[src/rtl/rv64g_pkg.sv]
// Shared RV64G core definitions: widths, register-file geometry and the
// write-back request record carried from execution units to the register file.
package rv64g_pkg;

    localparam int XLEN         = 64;
    localparam int NUM_REGS     = 64;
    localparam int REG_AW       = $clog2(NUM_REGS);
    localparam int NUM_WB_PORTS = 4;

    typedef struct packed {
        logic [REG_AW-1:0] addr;
        logic [XLEN-1:0]   data;
    } wb_req_t;

endpackage

[src/rtl/rv64g_wb_arbiter_if.sv]
// Write-back request bundle between the execution units and the arbiter.
// master: requesters drive valid/req and see ready; slave: the arbiter.
interface rv64g_wb_arbiter_if #(
    parameter int NUM_REQ = rv64g_pkg::NUM_WB_PORTS
) ();
    import rv64g_pkg::*;

    logic    [NUM_REQ-1:0] valid;
    wb_req_t [NUM_REQ-1:0] req;
    logic    [NUM_REQ-1:0] ready;

    modport master (output valid, output req, input ready);
    modport slave  (input valid, input req, output ready);

endinterface

[src/rtl/rv64g_rr_arbiter.sv]
// Generic N-way round-robin arbiter with a hold input.
// Ports: clk_i, arst_i, req_i[N], hold_i -> gnt_o[N] (one-hot or zero).
module rv64g_rr_arbiter #(
    parameter int N = 4
) (
    input  logic         clk_i,
    input  logic         arst_i,
    input  logic [N-1:0] req_i,
    input  logic         hold_i,
    output logic [N-1:0] gnt_o
);

    localparam int PW = (N > 1) ? $clog2(N) : 1;

    logic [PW-1:0] rr_ptr_q;
    logic [PW-1:0] rr_ptr_d;
    logic [PW-1:0] cand;
    logic [PW-1:0] win;
    logic [N-1:0]  gnt;
    logic          found;
    int            pos;

    // Search starts at rr_ptr and wraps; the first requester seen wins.
    always_comb begin
        gnt   = '0;
        win   = '0;
        found = 1'b0;
        pos   = 0;
        cand  = '0;
        if (!hold_i && !arst_i) begin
            for (int i = 0; i < N; i++) begin
                pos  = (int'(rr_ptr_q) + i) % N;
                cand = PW'(pos);
                if (!found && req_i[cand]) begin
                    found     = 1'b1;
                    gnt[cand] = 1'b1;
                    win       = cand;
                end
            end
        end
    end

    // A grant is only issued to a valid requester, so found marks a transfer.
    always_comb begin
        rr_ptr_d = rr_ptr_q;
        if (found) begin
            rr_ptr_d = (win == PW'(N - 1)) ? '0 : win + 1'b1;
        end
    end

    always_ff @(posedge clk_i or posedge arst_i) begin
        if (arst_i) begin
            rr_ptr_q <= '0;
        end else begin
            rr_ptr_q <= rr_ptr_d;
        end
    end

    assign gnt_o = gnt;

endmodule

[src/rtl/rv64g_wb_arbiter.sv]
// Shares the register file's single unlock-write port between NUM_REQ
// write-back requesters; round-robin grant, one-cycle registered output.
// Ports: clk_i, arst_i, wb (slave bundle), hold_i, wr_unlock_en/addr/data_o,
// busy_o; with RV64G_WB_ARB_STATS_EN also grant_cnt_o per requester.
module rv64g_wb_arbiter
    import rv64g_pkg::*;
#(
    parameter  int NUM_REQ = NUM_WB_PORTS,
    localparam int NR      = NUM_REGS,
    localparam int DW      = XLEN,
    localparam int AW      = $clog2(NR)
) (
    input  logic                 clk_i,
    input  logic                 arst_i,
    rv64g_wb_arbiter_if.slave    wb,
    input  logic                 hold_i,
    output logic                 wr_unlock_en_o,
    output logic [AW-1:0]        wr_unlock_addr_o,
    output logic [DW-1:0]        wr_unlock_data_o,
    output logic                 busy_o
`ifdef RV64G_WB_ARB_STATS_EN
    ,
    output logic [NUM_REQ-1:0][31:0] grant_cnt_o
`endif
);

    logic [NUM_REQ-1:0] gnt;
    logic               xfer;
    wb_req_t            sel;
    logic               en_q;
    logic [AW-1:0]      addr_q;
    logic [DW-1:0]      data_q;

    rv64g_rr_arbiter #(
        .N (NUM_REQ)
    ) u_rr (
        .clk_i  (clk_i),
        .arst_i (arst_i),
        .req_i  (wb.valid),
        .hold_i (hold_i),
        .gnt_o  (gnt)
    );

    assign wb.ready = gnt;
    assign xfer     = |gnt;

    // Grant is one-hot, so a priority-free select is enough.
    always_comb begin
        sel = '0;
        for (int k = 0; k < NUM_REQ; k++) begin
            if (gnt[k]) begin
                sel = wb.req[k];
            end
        end
    end

    // x0 writes are accepted but never reach the register file.
    always_ff @(posedge clk_i or posedge arst_i) begin
        if (arst_i) begin
            en_q   <= 1'b0;
            addr_q <= '0;
            data_q <= '0;
        end else begin
            en_q <= xfer && (sel.addr != '0);
            if (xfer) begin
                addr_q <= sel.addr;
                data_q <= sel.data;
            end
        end
    end

    assign wr_unlock_en_o   = en_q;
    assign wr_unlock_addr_o = addr_q;
    assign wr_unlock_data_o = data_q;
    assign busy_o           = !arst_i && ((|wb.valid) || en_q);

`ifdef RV64G_WB_ARB_STATS_EN
    logic [NUM_REQ-1:0][31:0] cnt_q;

    always_ff @(posedge clk_i or posedge arst_i) begin
        if (arst_i) begin
            cnt_q <= '0;
        end else begin
            for (int k = 0; k < NUM_REQ; k++) begin
                if (gnt[k] && (cnt_q[k] != 32'hFFFF_FFFF)) begin
                    cnt_q[k] <= cnt_q[k] + 32'd1;
                end
            end
        end
    end

    assign grant_cnt_o = cnt_q;
`endif

endmodule

[src/flat_wrapper.sv]
// flat-port wrapper written by rule: the top's interface ports become plain ports
module rv64g_wb_arbiter_flat import rv64g_pkg::*;
#(
    parameter  int NUM_REQ = NUM_WB_PORTS,
    localparam int NR      = NUM_REGS,
    localparam int DW      = XLEN,
    localparam int AW      = $clog2(NR)
)
  (clk_i, arst_i, hold_i, wr_unlock_en_o, wr_unlock_addr_o, wr_unlock_data_o, busy_o, wb_valid, wb_req, wb_ready);
  rv64g_wb_arbiter_if #(.NUM_REQ(NUM_REQ)) wb_i ();
  input  logic clk_i;
  input  logic arst_i;
  input  logic hold_i;
  output logic wr_unlock_en_o;
  output logic [AW-1:0] wr_unlock_addr_o;
  output logic [DW-1:0] wr_unlock_data_o;
  output logic busy_o;
  input wire logic [$bits(wb_i.valid)-1:0] wb_valid;
  input wire logic [$bits(wb_i.req)-1:0] wb_req;
  output wire logic [$bits(wb_i.ready)-1:0] wb_ready;
  assign wb_i.valid = wb_valid;
  assign wb_i.req = wb_req;
  assign wb_ready = wb_i.ready;
  rv64g_wb_arbiter #(.NUM_REQ(NUM_REQ)) u_core (.clk_i(clk_i), .arst_i(arst_i), .wb(wb_i), .hold_i(hold_i), .wr_unlock_en_o(wr_unlock_en_o), .wr_unlock_addr_o(wr_unlock_addr_o), .wr_unlock_data_o(wr_unlock_data_o), .busy_o(busy_o));
endmodule
[config.mk]
export PLATFORM = sky130hd
export DESIGN_NAME = rv64g_wb_arbiter_flat
export DESIGN_NICKNAME = d
export VERILOG_FILES = /design/src/rtl/rv64g_pkg.sv /design/src/rtl/rv64g_wb_arbiter_if.sv /design/src/rtl/rv64g_rr_arbiter.sv /design/src/rtl/rv64g_wb_arbiter.sv /design/src/flat_wrapper.sv
export SDC_FILE = /design/constraint.sdc
export NUM_CORES = 1
export LEC_CHECK = 0
export ABC_AREA = 1
export CAP_MARGIN = 20
export CORE_MARGIN = 8
export CORE_UTILIZATION = 32
export DETAILED_ROUTE_END_ITERATION = 10
export MAX_ROUTING_LAYER = met4
export PLACE_DENSITY_LB_ADDON = 0.25
export SLEW_MARGIN = 10
export SYNTH_ARGS = -nofsm -noshare
export SYNTH_HDL_FRONTEND = slang
export SYNTH_SLANG_ARGS = --single-unit
[constraint.sdc]
create_clock -name clk_i -period 3.3 [get_ports clk_i]
set_input_delay 0.66 -clock clk_i [delete_from_list [all_inputs] [get_ports clk_i]]
set_output_delay 0.66 -clock clk_i [all_outputs]
set_load 0.05 [all_outputs]
==> results.md, run 1 <==
Outcome:
- The flow ran to the end, and the final reports show no timing, DRC or antenna violations.

Global routing:
- The first global-routing pass estimated 37.2 mm of wire.
- The largest net degree at the start of global routing is 65.
- The number of antenna violations at the first check in global routing came to 1.
- Global routing finished with a remaining overflow of 0.
- The number of global-route vias before repair is 6647.
- In the global route stage, overall resource usage came out at 24.8%.

Critical path:
- The setup check on the worst reg-to-reg path leaves a slack of 0.57 ns.
- The data required time of the critical path is 2.64 ns.
- The kind of end point of the critical path is a primary output.
- Tracing the worst setup path back leads to its startpoint at wb_valid[3].
- In this run the worst setup path terminates at busy_o.
- The arrival time reported for the critical path endpoint is 2.45 ns.
- The setup path with the least slack is of type input pin to primary output.
- The reg-to-reg endpoint is u_core.wr_unlock_data_o[32].
- The worst register-to-register path begins at u_core.u_rr.rr_ptr_q[1].
- The critical-path maximum fanout is 7.
- The path depth of the worst reg2reg path is 14.
- STA classifies the critical path startpoint as an input pin.

Timing:
- Derived from the worst setup path, the maximum achievable clock frequency is 322 MHz.
- Setup repair after global routing left no endpoint under its margin.
- The sum of negative setup slack is 0 ns.
- The number of pins exceeding their max-slew limit in the final report was 0.
- The clock period could shrink to 3.11 ns.
- The portion of the clock cycle consumed by the worst path in the final layout is 94.1%.
- The number of endpoints with negative hold slack in the final report was 0.
- The worst slew margin relative to its limit is 55.7%.
- The transition time of the tightest slew-check pin is 0.664 ns.
- Across the routed clock network, the largest skew measured is 0.00549 ns.
- Hold is met by 0.479 ns.
- The setup-violating endpoint count in the final report is 0.

Clock network:
- The TritonCTS sink count is 73.
- After clock tree synthesis, the clock-pin slew on the worst setup and hold paths is 0.06 ns.
- The cell sitting at the root of the clock tree is a sky130_fd_sc_hd__clkbuf_16.
- TritonCTS built the clock tree.
- The clock passes through at most 2 buffers.
- The clock reaches the later pin of the worst-skew pair after 0.34 ns.
- The number of levels in the clock H-tree is 3.
- Buffers inserted during clock tree synthesis total 9.
- The post-CTS setup buffer count is 0.

Placement:
- The final RePlAce weighted congestion is 0.946.
- The quantity of I/O buffers inserted on ports is 362.
- After legalization and detailed placement, the total HPWL measured 19.2 mm.

Layout:
- After the last flow step, the layout net total stands at 1382.
- The fraction of final layout cells sized beyond drive strength 1 is 5.86%.
- The area added between synthesis and finish is 84.5%.

Synthesis:
- Summed over all instances, the cell type with the most area after synthesis is sky130_fd_sc_hd__dfrtp_1.
- In the synthesized netlist, the number of instances is 743.
- The share of synthesized area in the top cell type comes to 36.2%.
- The part of the Yosys area used for sequential elements is 36.2%.
- After synthesis the netlist holds a flip-flop and latch count of 73.
- By count the netlist is led by 308 x sky130_fd_sc_hd__nand2_1, 161 x sky130_fd_sc_hd__nand3_1, 73 x sky130_fd_sc_hd__dfrtp_1, 65 x sky130_fd_sc_hd__o211ai_1, 23 x sky130_fd_sc_hd__buf_2.
- The share of flip-flops with an asynchronous set or reset is 100%.
- Yosys mapped a number of flops with a built-in enable equal to 0.
- Among all flip-flop cells after synthesis, the most frequent one is sky130_fd_sc_hd__dfrtp_1.
- Among all cell types in the netlist, the one instantiated most often is sky130_fd_sc_hd__nand2_1.
- When the netlist entered floorplanning its net count stood at 1037.
- The post-synthesis average cell area is 6.79 um^2.
- The number of different library cells in the post-synthesis netlist is 30.
- After synthesis, the cell types taking the most area are sky130_fd_sc_hd__dfrtp_1 36%, sky130_fd_sc_hd__nand2_1 23%, sky130_fd_sc_hd__nand3_1 16%.
- The total standard cell area after synthesis is 0.00505 mm^2.
- The total number of yosys warnings is 0.

Drt:
- The per-cell routed wire length is 18.9 um.
- In the detailed route, the total length drawn on met2 is 12.0 mm.
- The number of detailed-routing iterations run before antenna repair is 5.
- The met1 wire length is 9.85 mm.
- Once detail routing completed, the nets flagged for antenna violations numbered 0.
- For this run, design rule violations remaining after detail routing come to 0.
- After detailed routing, the number of vias per cell comes to 4.97.
- The vias after detailed routing is 6510.
- Signal routing reaches up to met4.
- The routed design has 24.8 mm of wire.
- The met3 wire length is 1.95 mm.
- The number of violations reported at the end of detailed-routing iteration 0 is 313.

Job:
- Across the run, the number of max-cap violations was 0.

Pwr:
- For this design the ratio of total power to cell area is 951 mW/mm^2.
- The reported leakage power is 4.15 nW.
- The completed layout was analyzed and its total power is 8.86 mW.
- The worst-case IR drop observed on VDD is 404 uV.

Min path:
- The type of the most critical hold path is flop to flop.
- In this run the most critical hold path is launched from u_core.wr_unlock_addr_o[1].

Floorplan:
- In this run the count of I/O pins placed on the die edge is 363.
- The core region area is 0.0157 mm^2.
- The total die area is 0.0200 mm^2.
- For this configuration, the core starts out at a cell density of 32.2%.
- The row count is 46.
- The overall die height is 142 um.
- The die width is 142 um.
==> worst min path at each step <==
stage	cells past startpoint	endpoint	slack [ns]
2_1_floorplan	1	u_core.u_rr.rr_ptr_q[0]	0.64
3_3_place_gp	1	u_core.wr_unlock_addr_o[1]	0.46
3_5_place_dp	1	u_core.wr_unlock_addr_o[1]	0.47
4_1_cts	1	u_core.wr_unlock_addr_o[1]	0.48
5_1_grt	1	u_core.wr_unlock_addr_o[1]	0.49
6_report	1	u_core.wr_unlock_addr_o[1]	0.48
==> worst max-delay path, cell delays in order <==
cell	delay [ns]
sky130_fd_sc_hd__clkdlybuf4s50_1	0.42
sky130_fd_sc_hd__inv_1	0.06
sky130_fd_sc_hd__nand2_1	0.07
sky130_fd_sc_hd__nand3_2	0.11
sky130_fd_sc_hd__nand2_2	0.13
sky130_fd_sc_hd__nor3_2	0.35
sky130_fd_sc_hd__nand3_1	0.18
sky130_fd_sc_hd__o21ai_0	0.21
sky130_fd_sc_hd__inv_1	0.06
sky130_fd_sc_hd__buf_4	0.19
==> report_power, final <==
| part | switching (mW) | internal [mW] | leakage, nW |
|---|---|---|---|
| Sequential | 0.250 | 1.39 | 0.893 |
| Clock | 0.416 | 0.686 | 0.159 |
| Combinational | 3.91 | 2.21 | 3.10 |
==> per-layer routing <==
| metal | up-vias | track usage, % |
|---|---|---|
| met1 | 2976 | 27.7 |
| met3 | 51 | 6.99 |
| met2 | 289 | 40.4 |
| li1 | 3194 | - |
| met5 | - | - |
| met4 | 0 | 11.8 |
==> cell usage in the layout (no fill, tap or decap), types with 3 or more instances in the layout <==
cell / count
sky130_fd_sc_hd__nor2_1: 17
sky130_fd_sc_hd__clkdlybuf4s50_1: 357
sky130_fd_sc_hd__nand2_1: 307
sky130_fd_sc_hd__nand2_2: 5
sky130_fd_sc_hd__dfrtp_1: 73
sky130_fd_sc_hd__ha_1: 7
sky130_fd_sc_hd__nand3_1: 161
sky130_fd_sc_hd__a21oi_1: 3
sky130_fd_sc_hd__o211ai_1: 65
sky130_fd_sc_hd__buf_12: 11
sky130_fd_sc_hd__inv_1: 20
sky130_fd_sc_hd__inv_2: 5
sky130_fd_sc_hd__a21o_1: 3
sky130_fd_sc_hd__o21ai_0: 10
sky130_fd_sc_hd__clkbuf_16: 9
sky130_fd_sc_hd__buf_4: 16
==> cell families (layout without fill, tap and decap cells) <==
| logic type | Yosys count | count (layout) | synth area share (%) |
|---|---|---|---|
| simple gates | 501 | 501 | 42.7 |
| compound gates | 85 | 85 | 12.0 |
| buf+inv | 76 | 426 | 7.19 |
| flops | 73 | 73 | 36.2 |
| fa+ha+maj | 7 | 7 | 1.74 |
| xor+xnor | 1 | 1 | 0.174 |
| other cells | 0 | 1 | 0 |
==> flip-flops by register name (all words and copies together) (netlist names) <==
signal and cells:
u_core.wr_unlock_en_o 1, u_core.wr_unlock_data_o 64, u_core.u_rr.rr_ptr_q 2, u_core.wr_unlock_addr_o 6
==> timing repair <==
| action | 4_1_cts | 5_1_grt |
|---|---|---|
| gates resized for setup | 0 | 1 |
| hold buffers | 0 | 0 |
| endpoints found under the setup margin | 0 | 1 |
==> final cells by class <==
cell class / instances / area (um^2)
Inverter: 26 / 101
Antenna cell: 1 / 2.50
Clock buffer: 10 / 239
Fill cell: 1490 / 6340
Sequential cell: 73 / 1830
Multi-Input combinational cell: 594 / 2870
Tap cell: 216 / 270
Clock inverter: 6 / 90.1
Timing Repair Buffer: 384 / 3910
==> metrics by stage <==
step,util [%],area (um^2),setup WS (ns),std cells
floorplan,-,5050,0.188,743
global placement,57.3,8980,0.243,1293
detailed placement,57.3,8980,0.238,1293
CTS,59.4,9310,0.162,1309
global route,59.5,9310,0.00210,1310
finish,59.5,9310,0.193,1310
(Power assumes the default switching activity.)
==> inputs of run 2 (changes only) <==
==> constraint.sdc (replaced) <==
create_clock -name clk_i -period 2.65 [get_ports clk_i]
set_input_delay 0.53 -clock clk_i [delete_from_list [all_inputs] [get_ports clk_i]]
set_output_delay 0.53 -clock clk_i [all_outputs]
set_load 0.05 [all_outputs]
==> results.md, run 2 (synthesized netlist as in run 1, its figures left out) <==
Outcome:
- The flow ran to the end, and the final reports show no timing, DRC or antenna violations.

Clock network:
- The root cell of the clock tree is sky130_fd_sc_hd__clkbuf_16.
- The number of hold buffers added after cts came to 0 (unchanged).
- The total CTS buffers is 9 (unchanged).
- TritonCTS built the clock tree.
- The TritonCTS sink count came to 73 (unchanged).
- The clock network latency to the later pin of the worst-skew pair is 0.34 ns (about the same).
- The number of levels in the clock H-tree is 3 (unchanged).
- The clock slew at the register clock pins of the worst setup and hold paths is 0.06 ns (about the same).
- The maximum buffer depth of the clock tree is 2 (unchanged).

Drt:
- The antenna violation net count after detailed routing came to 0 (unchanged).
- The sum of routed wire length over all layers is 25.2 mm (+2.0%).
- The per-cell routed wire length is 18.5 um (-1.9%).
- The met3 wire length was 1.99 mm (+1.9%).
- The vias after detailed routing is 6652 (+2.2%).
- The number of detailed-routing iterations run before antenna repair is 4 (-1).
- The number of violations reported at the end of detailed-routing iteration 0 was 313 (unchanged).
- The met2 routed wirelength is 12.6 mm (+4.8%).
- The remaining routing DRC violations is 0 (unchanged).
- The via-per-instance ratio is 4.89 (-1.6%).
- The uppermost metal layer occupied by signal nets is met4.
- The met1 wire length is 10.1 mm (+2.7%).

Floorplan:
- The total die area is 0.0200 mm^2 (unchanged).
- The overall die height is 142 um (unchanged).
- The core region area was 0.0157 mm^2 (unchanged).
- The row count is 46 (unchanged).
- The die width came to 142 um (unchanged).
- The count of pins on the block boundary was 363 (unchanged).
- The starting utilization of the core area is 32.2% (unchanged).

Global routing:
- The number of antenna violations at the first check in global routing came to 0 (-1).
- The combined global-route utilization of all metal layers is 24.9% (+0.070 points).
- The first-pass GRT wire length was 37.4 mm (+0.59%).
- The largest net degree at the start of global routing is 74 (+14%).
- The final global-route overflow total was 0 (unchanged).
- The number of global-route vias before repair came to 6682 (+0.53%).

Timing:
- The portion of the clock cycle consumed by the worst path in the final layout is 98.3%.
- The maximum clock skew at final layout was 0.00696 ns (+0.00147 ns).
- The post-route worst setup slack is 0.0451 ns (-0.148 ns).
- Setup repair after global routing could not meet its margin everywhere.
- The number of endpoints with negative hold slack in the final report came to 0 (unchanged).
- The worst slew margin relative to its limit is 59.6% (+3.9 points).
- Static timing analysis puts the maximum clock frequency at 384 MHz.
- The setup-violating endpoint count in the final report is 0 (unchanged).
- The smallest clock period supported by the final layout is computed as 2.60 ns.
- The number of pins exceeding their max-slew limit in the final report is 0 (unchanged).
- The transition time of the tightest slew-check pin is 0.604 ns (-0.0602 ns).

Critical path:
- The kind of end point of the critical path is a primary output.
- The critical path class is flop to primary output.
- The data required time of the critical path is 2.12 ns (-0.52 ns).
- The critical-path maximum fanout is 6 (-1).
- The arrival time reported for the critical path endpoint is 2.07 ns (-0.38 ns).
- The kind of start point of the critical path is a flop.

Pwr:
- The reported leakage power is 4.51 nW (+8.6%).
- The power density over the cells is 1190 mW/mm^2 (+26%).
- The maximum VDD drop is 562 uV (+39%).

Placement:
- The post-placement cell count came to 1328 (+2.7%).
- The total half-perimeter wirelength after legalization and detailed placement is 19.7 mm (+3.0%).
- The cell area after placement is 0.00928 mm^2 (+3.3%).
- The final RePlAce weighted congestion is 0.912 (-3.6%).
- The worst setup slack after placement is -0.178 ns (-0.416 ns).
- The quantity of I/O buffers inserted on ports came to 362 (unchanged).

Layout:
- The total number of nets in the final design is 1434 (+3.8%).
- The library cells used most frequently in the layout, excluding fill and tap cells, are 353 x sky130_fd_sc_hd__clkdlybuf4s50_1, 293 x sky130_fd_sc_hd__nand2_1, 152 x sky130_fd_sc_hd__nand3_1.
- The number of diodes added for antenna fixing is 0 (-1).
- Relative to the synthesized area, the layout overhead comes to 97.1%.
- The flip-flop count of the largest register after layout is 64 (unchanged).
- Leaving out fill and tap cells, the most frequent cell in the layout is sky130_fd_sc_hd__clkdlybuf4s50_1.
- The fraction of final layout cells sized beyond drive strength 1 is 12.5% (+6.6 points).
- The count of placed standard cells in the final layout, fillers left out was 1361 (+3.9%).
- The cell area after layout was 0.00995 mm^2 (+6.8%).

Min path:
- The type of the most critical hold path is flop to flop.

Job:
- The number of max-cap violations was 0 (unchanged).
==> run 2: repair_timing <==
action / 4_1_cts / 5_1_grt
resized for setup: 14 / 41
setup endpoints to repair: 5 / 19
hold endpoints to repair: 0 / 0
pin swaps: 8 / 20
setup buffers: 5 / 12
==> run 2: layout make-up <==
type                    count  area, um^2
repair buffers            436        4370
inverters                  26         111
well taps                 216         270
flip-flops and latches     73        1830
clock buffers              10         229
fillers                  1399        5700
clock inverters             6        90.1
multi-input cells         594        3050
==> run 2: final timing paths <==
kind	slack, ns	depth (start not counted)	from	end
max in group asynchronous	1.33	4	arst_i	u_core.wr_unlock_data_o[20]
setup / recovery	0.05	13	u_core.u_rr.rr_ptr_q[0]	wb_ready[2]
hold / removal	0.49	2	u_core.wr_unlock_addr_o[3]	u_core.wr_unlock_addr_o[3]
min in group asynchronous	0.73	3	arst_i	u_core.wr_unlock_addr_o[0]
setup reg to reg	0.17	17	u_core.u_rr.rr_ptr_q[0]	u_core.wr_unlock_data_o[57]
hold reg to reg	0.49	2	u_core.wr_unlock_addr_o[3]	u_core.wr_unlock_addr_o[3]
==> run 2: through the flow <==
step	util, %	TNS, ns	power [mW]	hold slack [ns]
final	63.6	0	11.9	0.489
after CTS	61.9	0	11.6	0.491
after detailed placement	59.3	-10.69	10.0	0.477
after floorplan	-	0	6.97	0.637
after global placement	59.3	-7.43	9.98	0.466
after global routing	63.6	-0.103	12.7	0.514
==> run 2: power by group <==
group	switching, mW	total (mW)	internal, mW
registers	0.303	2.03	1.73
clock network	0.503	1.33	0.828
logic	5.18	8.52	3.34
total	5.98	11.9	5.89
==> run 2: critical path, cell delays in order (launching register included) <==
cell	delay [ns]
sky130_fd_sc_hd__dfrtp_1	0.37
sky130_fd_sc_hd__inv_2	0.07
sky130_fd_sc_hd__ha_4	0.31
sky130_fd_sc_hd__inv_4	0.06
sky130_fd_sc_hd__nand3_2	0.08
sky130_fd_sc_hd__nand2_2	0.08
sky130_fd_sc_hd__nor2_4	0.18
sky130_fd_sc_hd__nand2_1	0.07
sky130_fd_sc_hd__nand2_1	0.06
sky130_fd_sc_hd__nor2_1	0.05
sky130_fd_sc_hd__nand2_1	0.12
sky130_fd_sc_hd__nand2_4	0.07
sky130_fd_sc_hd__inv_4	0.08
sky130_fd_sc_hd__buf_12	0.13
==> run 2: routing by layer <==
metal	vias up	track usage [%]
met3	34	6.38
li1	3309	-
met4	0	8.20
met5	-	-
met2	278	41.7
met1	3031	28.6
==> inputs of run 3 (changes only) <==
--- a/config.mk
+++ b/config.mk
@@ -5,10 +5,9 @@
 export SDC_FILE = /design/constraint.sdc
 export NUM_CORES = 1
 export LEC_CHECK = 0
-export ABC_AREA = 1
 export CAP_MARGIN = 20
 export CORE_MARGIN = 8
-export CORE_UTILIZATION = 32
+export CORE_UTILIZATION = 31
 export DETAILED_ROUTE_END_ITERATION = 10
 export MAX_ROUTING_LAYER = met4
 export PLACE_DENSITY_LB_ADDON = 0.25
==> results.md, run 3 <==
Outcome:
- The run finished, with violations left.
- The final reports fail on negative setup slack.

Synthesis:
- The post-synthesis average cell area is 9.70 um^2 (+43%).
- Sorting the synthesized cells by area gives the leading types as sky130_fd_sc_hd__dfrtp_1 38%, sky130_fd_sc_hd__a221o_1 14%, sky130_fd_sc_hd__a221oi_1 12%.
- The gate count after technology mapping came to 492 (-34%).
- The number of different library cells in the post-synthesis netlist is 51 (+70%).
- The share of the synthesized area in the top cell type was 38.3% (+2.1 points).
- The total standard cell area after synthesis came to 0.00477 mm^2 (-5.5%).
- The commonest cells after synthesis are 73 x sky130_fd_sc_hd__dfrtp_1, 70 x sky130_fd_sc_hd__nor2_1, 66 x sky130_fd_sc_hd__a221o_1, 66 x sky130_fd_sc_hd__a221oi_1, 64 x sky130_fd_sc_hd__nor3_1.
- The biggest area contributor in the post-synthesis netlist is sky130_fd_sc_hd__dfrtp_1.
- The flip-flop and latch count after synthesis is 73 (unchanged).
- The basic-gate share of the synthesized area counting and, or, nand and nor cells is 16.2% (-26 points).
- The share of flip-flops with an asynchronous set or reset is 100% (unchanged).
- The dominant cell by count in the synthesized netlist is sky130_fd_sc_hd__dfrtp_1.
- After synthesis, the largest family of logic cells by area is compound AO/OA/AOI/OAI gates.
- The complex-gate fraction of the synthesized area was 33.0% (+21 points).
- The post-synthesis share of cell area spent on xor and xnor gates is 0.367% (+0.19 points).
- The count of flip-flops with a built-in enable after synthesis came to 0 (unchanged).
- The multiplexer share of the synthesized area is 2.96% (+3.0 points).
- The adder and majority cell fraction of the synthesized area is 1.84% (+0.10 points).
- The synthesized netlist net count was 786 (-24%).
- The part of the Yosys area used for sequential elements is 38.3% (+2.1 points).
- For this run, the leading register cell type out of synthesis is sky130_fd_sc_hd__dfrtp_1.
- The total number of yosys warnings is 0 (unchanged).

Clock network:
- The root buffer cell chosen for the clock tree is sky130_fd_sc_hd__clkbuf_16.
- The total CTS buffers is 9 (unchanged).
- The number of hold buffers added after cts was 0 (unchanged).
- The number of levels in the clock H-tree is 3 (unchanged).
- The clock slew at the register clock pins of the worst setup and hold paths is 0.06 ns (about the same).
- The maximum buffer depth of the clock tree came to 2 (unchanged).
- The TritonCTS sink count came to 73 (unchanged).
- The TritonCTS clock tree is built.
- The clock network latency to the later pin of the worst-skew pair is 0.34 ns (about the same).

Critical path:
- The path depth of the worst reg2reg path came to 14 (-3).
- The kind of cell with the highest combined delay along the critical path is buffers and inverters.
- The setup slack of the worst register-to-register path is -0.54 ns (-0.71 ns).
- The data required time of the critical path is 2.12 ns (about the same).
- The worst setup path is of the flop to primary output kind.
- Traced cell by cell, the critical path runs through clkinvlp_4 -> ha_4 -> mux4_2 -> nand3b_1 -> a22o_4 -> buf_12 -> a21oi_4 -> buf_12 -> buf_12.
- The worst setup path is launched from a flop.
- The sum of buffers and inverters on the critical path was 4 (unchanged).
- The depth of the critical timing path with buffers and inverters included came to 9 (-4).
- The startpoint of the lowest-slack register-to-register path is u_core.u_rr.rr_ptr_q[0].
- The library cell appearing most often on the critical path is sky130_fd_sc_hd__buf_12.
- The arrival time reported for the critical path endpoint came to 2.67 ns (+0.60 ns).
- STA classifies the critical path endpoint as a primary output.
- The endpoint identified for the worst register-to-register timing path is u_core.wr_unlock_data_o[50].
- The critical-path maximum fanout came to 7 (+1).
- The cell at the slowest stage of the critical path is sky130_fd_sc_hd__dfrtp_1.
- The delay of the slowest cell on the worst path is 0.40 ns (+0.03 ns).

Timing:
- The worst slew margin relative to its limit was 57.9% (-1.7 points).
- The clock period minus worst slack is 3.20 ns (+0.593 ns).
- The maximum clock skew at final layout is 0.00862 ns (+0.00166 ns).
- The sum of negative setup slack is -33.64 ns (-33.64 ns).
- The portion of the clock cycle consumed by the worst path in the final layout came to 121% (+22 points).
- The post-route worst setup slack was -0.548 ns (-0.593 ns).
- The maximum clock rate is 313 MHz (-19%).
- The number of pins exceeding their max-slew limit in the final report is 0 (unchanged).
- Setup repair after global routing could not meet its margin everywhere.
- The transition time of the tightest slew-check pin came to 0.629 ns (+0.0252 ns).
- The number of endpoints with negative hold slack in the final report was 0 (unchanged).
- The setup-violating endpoint count in the final report is 75 (+75).

Drt:
- The antenna violation net count after detailed routing is 0 (unchanged).
- The vias after detailed routing is 6634 (-0.27%).
- The sum of routed wire length over all layers is 29.0 mm (+15%).
- The remaining routing DRC violations is 0 (unchanged).
- The number of detailed-routing iterations run before antenna repair was 5 (+1).
- The number of violations reported at the end of detailed-routing iteration 0 is 482 (+54%).
- The via-per-instance ratio is 5.98 (+22%).
- The per-cell routed wire length came to 26.1 um (+41%).

Placement:
- The worst setup slack after placement is -0.849 ns (-0.671 ns).
- The quantity of I/O buffers inserted on ports is 362 (unchanged).
- The total half-perimeter wirelength after legalization and detailed placement is 19.7 mm (-0.36%).
- The final RePlAce weighted congestion is 0.923 (+1.2%).

Pwr:
- The maximum VDD drop is 639 uV (+14%).
- The reported leakage power is 4.23 nW (-6.2%).
- The power density over the cells came to 1240 mW/mm^2 (+3.5%).

Min path:
- The cell depth of the worst min-delay path came to 1 (-1).
- The worst hold path terminates at u_core.wr_unlock_addr_o[2].
- In this run the most critical hold path is launched from u_core.wr_unlock_addr_o[2].
- In this run the worst hold path is classified as flop to flop.

Floorplan:
- The starting utilization of the core area is 31.5% (-0.74 points).
- The count of pins on the block boundary is 363 (unchanged).
- The die width came to 140 um (-1.1%).
- The row count is 45 (-2.2%).
- The overall die height is 140 um (-1.1%).
- The core region area was 0.0151 mm^2 (-3.3%).
- The total die area came to 0.0196 mm^2 (-2.2%).

Global routing:
- The first-pass GRT wire length was 39.5 mm (+5.6%).
- The final global-route overflow total was 0 (unchanged).
- The combined global-route utilization of all metal layers came to 26.8% (+1.9 points).
- The number of antenna violations at the first check in global routing is 2 (+2).
- The number of global-route vias before repair is 6621 (-0.91%).
- The largest net degree at the start of global routing is 42 (-43%).

Layout:
- Leaving out fill and tap cells, the most frequent cells in the layout are 353 x sky130_fd_sc_hd__clkdlybuf4s50_1, 73 x sky130_fd_sc_hd__dfrtp_1, 70 x sky130_fd_sc_hd__nor2_1.
- The total number of nets in the final design is 1208 (-16%).
- Relative to the synthesized area, the layout overhead comes to 122%.
- The flip-flop count of the largest register after layout is 64 (unchanged).
- The leading cell type in the layout, fill and taps excluded is sky130_fd_sc_hd__clkdlybuf4s50_1.
- The fraction of final layout cells sized beyond drive strength 1 is 24.3% (+12 points).

Job:
- The number of max-cap violations is 0 (unchanged).
[run 3: cell count changes after synthesis, sizes merged, moves of 16 or more]
cell | before | now
nor2 | 20 | 71
nand3 | 163 | 2
nand2 | 313 | 9
nor3 | 2 | 64
a221oi | 0 | 67
inv | 26 | 10
o211ai | 65 | 2
a221o | 0 | 67
[run 3: worst max-delay path by stage]
stage | from | endpoint | slack [ns]
2_1_floorplan | u_core.u_rr.rr_ptr_q[0] | u_core.wr_unlock_data_o[28] | -0.34
6_report | u_core.u_rr.rr_ptr_q[0] | wb_ready[1] | -0.55
5_1_grt | u_core.u_rr.rr_ptr_q[0] | u_core.wr_unlock_data_o[50] | -0.64
3_3_place_gp | wb_valid[2] | u_core.wr_unlock_data_o[55] | -0.74
4_1_cts | u_core.u_rr.rr_ptr_q[0] | wb_ready[3] | -0.53
3_5_place_dp | wb_valid[2] | u_core.wr_unlock_data_o[46] | -0.85
[run 3: where the power goes]
group | internal, mW | switching (mW)
Sequential | 1.72 | 0.362
Combinational | 4.51 | 5.31
Clock | 0.657 | 0.515
[run 3: cell families after synthesis]
logic type,after synthesis
flip-flops,73
buffers and inverters,64
adder cells (fa/ha/maj),7
XOR/XNOR,2
AND/OR/NAND/NOR,164
multiplexers,9
AO/OA/AOI/OAI,173
[run 3: stage by stage]
step / hold slack (ns) / cell area [um^2] / instances / util, % / power [mW]
after global routing: 0.526 / 10600 / 1109 / 69.8 / 13.6
after CTS: 0.508 / 9920 / 1080 / 65.5 / 12.1
after detailed placement: 0.494 / 9160 / 1046 / 60.5 / 10.0
after global placement: 0.480 / 9160 / 1046 / 60.5 / 9.85
final: 0.500 / 10600 / 1109 / 69.8 / 13.1
after floorplan: 0.615 / 5020 / 492 / - / 7.15
[run 3: what timing repair did]
| item | 4_1_cts | 5_1_grt |
|---|---|---|
| buffers inserted | 13 | 18 |
| setup endpoints to repair | 75 | 76 |
| gates cloned | 5 | 9 |
| pin swaps | 11 | 25 |
| gates resized for setup | 47 | 62 |
[run 3: cell type report]
class                   instances  area, um^2
diodes                          2        5.00
clock buffers                  11         243
clock inverters                 5        31.3
fillers                      1112        4570
inverters                      10        50.0
multi-input cells             357        3350
flip-flops and latches         73        1830
well taps                     188         235
repair buffers                463        4840
[run 3: layer usage]
layer	global-route usage, %	up-vias	wire (um)
li1	-	2880	-
met1	30.2	3300	11000
met2	45.6	388	14600
met3	5.88	66	2350
met4	10.6	0	994
met5	-	-	0
